## src/rtl/sfx_voice_mixer.sv

```systemverilog
// Multi-voice square-wave effect synthesiser mixed onto the codec pass-through path.
// Each voice plays a timed tone; voices are summed, saturated, registered and added to the input audio.
module sfx_voice_mixer #(
  parameter int NUM_VOICES = 2,
  parameter int CNT_W      = 19,
  parameter int DUR_W      = 26,
  parameter int AMP_W      = 24,
  parameter int SAMPLE_W   = 32
) (
  input  logic                          CLOCK_50,
  input  logic                          resetn,
  input  logic [NUM_VOICES-1:0]         trig,
  input  logic [NUM_VOICES*CNT_W-1:0]   half_period,
  input  logic [NUM_VOICES*DUR_W-1:0]   duration,
  input  logic [NUM_VOICES*AMP_W-1:0]   amplitude,
  input  logic                          mute,
  input  logic                          audio_in_available,
  input  logic                          audio_out_allowed,
  input  logic [SAMPLE_W-1:0]           left_channel_audio_in,
  input  logic [SAMPLE_W-1:0]           right_channel_audio_in,
  output logic                          read_audio_in,
  output logic                          write_audio_out,
  output logic [SAMPLE_W-1:0]           left_channel_audio_out,
  output logic [SAMPLE_W-1:0]           right_channel_audio_out,
  output logic [NUM_VOICES-1:0]         active
);

  localparam int SUM_W = SAMPLE_W + $clog2(NUM_VOICES) + 1;
  localparam logic signed [SUM_W-1:0] MIX_MAX =
    {{(SUM_W-SAMPLE_W+1){1'b0}}, {(SAMPLE_W-1){1'b1}}};
  localparam logic signed [SUM_W-1:0] MIX_MIN =
    {{(SUM_W-SAMPLE_W+1){1'b1}}, {(SAMPLE_W-1){1'b0}}};

  typedef enum logic {IDLE = 1'b0, PLAY = 1'b1} voice_state_t;

  logic signed [SAMPLE_W-1:0] voice_val [NUM_VOICES];
  logic signed [SUM_W-1:0]    mix_sum;
  logic signed [SUM_W-1:0]    mix_sat;
  logic signed [SAMPLE_W-1:0] mix_r;

  // Two's-complement add that clamps instead of wrapping.
  function automatic logic [SAMPLE_W-1:0] sat_add(input logic [SAMPLE_W-1:0] a,
                                                  input logic [SAMPLE_W-1:0] b);
    logic [SAMPLE_W:0] s;
    s = {a[SAMPLE_W-1], a} + {b[SAMPLE_W-1], b};
    if (s[SAMPLE_W] != s[SAMPLE_W-1])
      sat_add = s[SAMPLE_W] ? {1'b1, {(SAMPLE_W-1){1'b0}}} : {1'b0, {(SAMPLE_W-1){1'b1}}};
    else
      sat_add = s[SAMPLE_W-1:0];
  endfunction

  for (genvar v = 0; v < NUM_VOICES; v++) begin : g_voice
    voice_state_t               state, state_nxt;
    logic [CNT_W-1:0]           hp, tone_cnt, hp_in;
    logic [DUR_W-1:0]           dur_cnt, dur_in;
    logic [AMP_W-1:0]           amp, amp_in;
    logic                       phase;
    logic                       start;
    logic signed [SAMPLE_W-1:0] amp_ext;

    assign hp_in   = half_period[v*CNT_W +: CNT_W];
    assign dur_in  = duration[v*DUR_W +: DUR_W];
    assign amp_in  = amplitude[v*AMP_W +: AMP_W];
    assign start   = trig[v] && (dur_in != '0);
    assign amp_ext = {{(SAMPLE_W-AMP_W){1'b0}}, amp};

    always_ff @(posedge CLOCK_50 or negedge resetn) begin
      if (!resetn) state <= IDLE;
      else         state <= state_nxt;
    end

    // A valid trigger wins in either state, so a retrigger never leaves a gap cycle.
    always_comb begin
      state_nxt = state;
      case (state)
        IDLE: if (start) state_nxt = PLAY;
        PLAY: if (start) state_nxt = PLAY;
              else if (dur_cnt == DUR_W'(1)) state_nxt = IDLE;
        default: state_nxt = IDLE;
      endcase
    end

    always_ff @(posedge CLOCK_50 or negedge resetn) begin
      if (!resetn) begin
        hp       <= '0;
        tone_cnt <= '0;
        dur_cnt  <= '0;
        amp      <= '0;
        phase    <= 1'b0;
      end else if (start) begin
        hp       <= (hp_in == '0) ? CNT_W'(1) : hp_in;
        tone_cnt <= '0;
        dur_cnt  <= dur_in;
        amp      <= amp_in;
        phase    <= 1'b0;
      end else if (state == PLAY) begin
        dur_cnt <= dur_cnt - DUR_W'(1);
        if (tone_cnt == hp - CNT_W'(1)) begin
          tone_cnt <= '0;
          phase    <= ~phase;
        end else begin
          tone_cnt <= tone_cnt + CNT_W'(1);
        end
      end
    end

    assign active[v]    = (state == PLAY);
    assign voice_val[v] = (state == PLAY && !mute) ? (phase ? -amp_ext : amp_ext) : '0;
  end

  always_comb begin
    mix_sum = '0;
    for (int v = 0; v < NUM_VOICES; v++)
      mix_sum = mix_sum + SUM_W'(voice_val[v]);
    if (mix_sum > MIX_MAX)      mix_sat = MIX_MAX;
    else if (mix_sum < MIX_MIN) mix_sat = MIX_MIN;
    else                        mix_sat = mix_sum;
  end

  always_ff @(posedge CLOCK_50 or negedge resetn) begin
    if (!resetn) mix_r <= '0;
    else         mix_r <= mix_sat[SAMPLE_W-1:0];
  end

  assign left_channel_audio_out  = sat_add(left_channel_audio_in, mix_r);
  assign right_channel_audio_out = sat_add(right_channel_audio_in, mix_r);
  assign read_audio_in           = audio_in_available & audio_out_allowed;
  assign write_audio_out         = audio_in_available & audio_out_allowed;

endmodule
```

## config.mk

```make
export PLATFORM = sky130hd
export DESIGN_NAME = sfx_voice_mixer
export DESIGN_NICKNAME = d
export VERILOG_FILES = /design/src/rtl/sfx_voice_mixer.sv
export SDC_FILE = /design/constraint.sdc
export NUM_CORES = 1
export LEC_CHECK = 0
export CAP_MARGIN = 0
export CORE_MARGIN = 5
export CORE_UTILIZATION = 45
export CTS_BUF_LIST = sky130_fd_sc_hd__clkbuf_16
export DETAILED_ROUTE_END_ITERATION = 12
export GPL_TIMING_DRIVEN = 0
export PLACE_DENSITY = 0.69
export SYNTH_ARGS = -nofsm -noshare
export SYNTH_HDL_FRONTEND = slang
export SYNTH_SLANG_ARGS = --single-unit
export TNS_END_PERCENT = 10
```

## constraint.sdc

```tcl
create_clock -name CLOCK_50 -period 14.3 [get_ports CLOCK_50]
set_input_delay 1.43 -clock CLOCK_50 [delete_from_list [all_inputs] [get_ports CLOCK_50]]
set_output_delay 1.43 -clock CLOCK_50 [all_outputs]
set_load 0.1 [all_outputs]
```

==> reports/results.ini <==
[timing]
slew_headroom_pct = 21.2
fmax_mhz = 116
finalSetupTns_ps = 0
worstMarginPinSlew_ps = 1170
slew_viol_final = 0
min_period_ps = 8650
setup_ws_ps = 5650
setup_viol = 0
skew_ps = 13.4
rsz0062_at_grt = false
finalCritPeriodShare_pct = 60.5
hold_viol = 0

[yosys]
synth_compound_area_share_pct = 19.0
synth_top_family_by_area = simple AND/OR/NAND/NOR gates
synth-simple-area-share_pct = 19.5
synth_xor_area_share_pct = 12.7
yosysSeqAreaShare_pct = 31.1
avgSynthCellArea_um2 = 8.52
ys_warn_count = 0
synth_cells = 2003
synth_seq_cells = 212
synthArstFlopShare_pct = 100
syn_nets = 2321
synth_edf_count = 0
ys_types = 77
synth_fa_ha_area_share_pct = 8.54
muxShareOfSynthArea_pct = 6.03
synth_flop_cell = dfrtp_1
synth_area_um2 = 17100

[global_route]
grt_pass1_wl_mm = 82.2
grt_max_degree = 111
grt_use_total_pct = 23.6
grt_pass1_vias = 15900
antenna_found_initial = 2
grt_overflow_total = 0

[pwr]
ir_worst_vdd_v = 0.0000942
p_leak_uw = 0.00876
seq_power_share_pct = 28.5
p_comb_share_pct = 49.2
power.internal_uw = 1390
switchingPower_uw = 1150
swShare_pct = 45.3
cellPowerDensity_nw_per_um2 = 120
clkPwrFrac_pct = 22.3

[route]
num_vias = 16000
postRouteAntennaNets = 0
vias_per_cell = 5.65
routedWlPerCell_um = 18.1
wl_mm = 51.3
first_pass_iters = 5
drtIter0Drc = 1039
top_layer = met5
m1WireLength_mm = 23.8
route.detailed.drc = 0
wl_met2_mm = 23.0
dr_wl_met3_mm = 3.37

[clock_network]
cts_buffers = 23
clock_path_buffers = 3
postCtsHoldBufs = 0
clock_sinks = 212
cts-resized-gates = 0
clockRootBuffer = clkbuf_16
cts_tree = built
clkSlewWorstSetupHoldPaths_ps = 60
cts_setup_buffers = 0
cts_max_level = 1
clk_latency_ps = 520

[setup_path]
crit_fanout = 10
cp-end-kind = output pin
criticalPathCategory = input port to output pin
required_ps = 12870
start_kind = input port
arrival_ps = 7220

[floorplanning]
die_w_um = 205
fp.dieH_um = 205
initial_core_util_pct = 45.4
num_rows = 71
core-area_um2 = 37600
io_pins = 277
die-area_um2 = 41900

[layout]
final_cell_mix = 275 x clkdlybuf4s50_1, 212 x dfrtp_1, 205 x nor2_1
syn2layout_area_growth_pct = 24.3
drive_gt1_share_pct = 6.33
mostFrequentLayoutCell = clkdlybuf4s50_1
nets = 2623

[run_status]
status = complete, no violations

[placed_design]
post-dp-hpwl_mm = 41.7
port_buffers = 276
dp_slack_ps = 5710
place_congestion = 0.920

[worst_hold_path]
hold_class = flop to flop

[run]
cap_violations = 0

-- cell usage after synthesis, drive strengths merged (48+ instances only) --
cell    count  area (um2)
o21ai     116         581
mux2       86         968
nor3       52         260
xnor2     107         937
clkbuf     80         300
nand3      48         240
dfrtp     212        5310
xor2      141        1230
a21oi     194         971
nor2      206         776
nand2     132         498
ha        106        1330
-- power groups by stage --
stage	Sequential [uW]	Combinational [uW]	Clock [uW]
CTS	722	1240	581
global placement	730	1230	0
global route	731	1330	608
floorplan	707	913	0
finish	724	1250	567
detailed placement	733	1240	0
-- final timing paths --
kind,start,to,slack (ps),cells after the start
min in group asynchronous,resetn,g_voice[1].dur_cnt[9]$_DFFE_PN0P_,910,1
max,right_channel_audio_in[0],right_channel_audio_out[22],5650,15
min reg2reg,g_voice[1].tone_cnt[13]$_DFFE_PN0P_,g_voice[1].tone_cnt[13]$_DFFE_PN0P_,520,1
min,g_voice[1].tone_cnt[13]$_DFFE_PN0P_,g_voice[1].tone_cnt[13]$_DFFE_PN0P_,520,1
max reg2reg,g_voice[1].amp[5]$_DFFE_PN0P_,mix_r[24]$_DFF_PN0_,8240,21
max in group asynchronous,resetn,g_voice[0].dur_cnt[18]$_DFFE_PN0P_,12320,2
-- worst max-delay path, stage by stage --
cell and delay (ps):
clkdlybuf4s50_1 490, ha_1 190, inv_1 60, fa_1 400, nor2b_1 170, o31a_1 190
o31a_1 180, o21ai_0 290, o2bb2ai_1 480, o21bai_1 120, a31oi_1 850, nor2_1 300
clkbuf_1 370, o21ai_0 450, clkdlybuf4s50_1 1230
-- stage by stage --
step                      cell area (um2)  cells  power (uW)  hold WS, ps  utilization, %
after global placement              20500   2790        1960          510            54.5
final                               21200   2834        2540          523            56.4
after detailed placement            20500   2791        1970          522            54.5
after floorplan                     17100   2003        1620          484               -
after CTS                           21200   2832        2550          532            56.4
after global routing                21200   2833        2670          550            56.4
-- layer usage --
layer,track usage [%],vias to the layer above
li1,-,7851
met4,5.46,2
met3,3.50,66
met1,33.6,7607
met5,0,-
met2,38.4,494
-- cell families after synthesis --
logic type               count (synthesis)
buffers and inverters                  135
flip-flops                             212
AO/OA/AOI/OAI                          529
multiplexers                            92
AND/OR/NAND/NOR                        671
XOR/XNOR                               248
adder cells (fa/ha/maj)                116
-- state kept, by name, summed over array words and instances (netlist names) --
register          count
mix_r                32
g_voice.amp          48
g_voice.hp           38
g_voice.state         2
g_voice.dur_cnt      52
g_voice.phase         2
g_voice.tone_cnt     38
-- area by class of cell --
type | instances | area [um2]
clock inverters | 18 | 135
well taps | 511 | 639
diodes | 2 | 5.00
inverters | 45 | 169
plain buffers | 90 | 357
fillers | 3467 | 16400
flip-flops and latches | 212 | 5310
multi-input cells | 1656 | 11200
repair buffers | 277 | 2800
clock buffers | 23 | 576
Note: power is estimated with default switching activity, not from simulation.
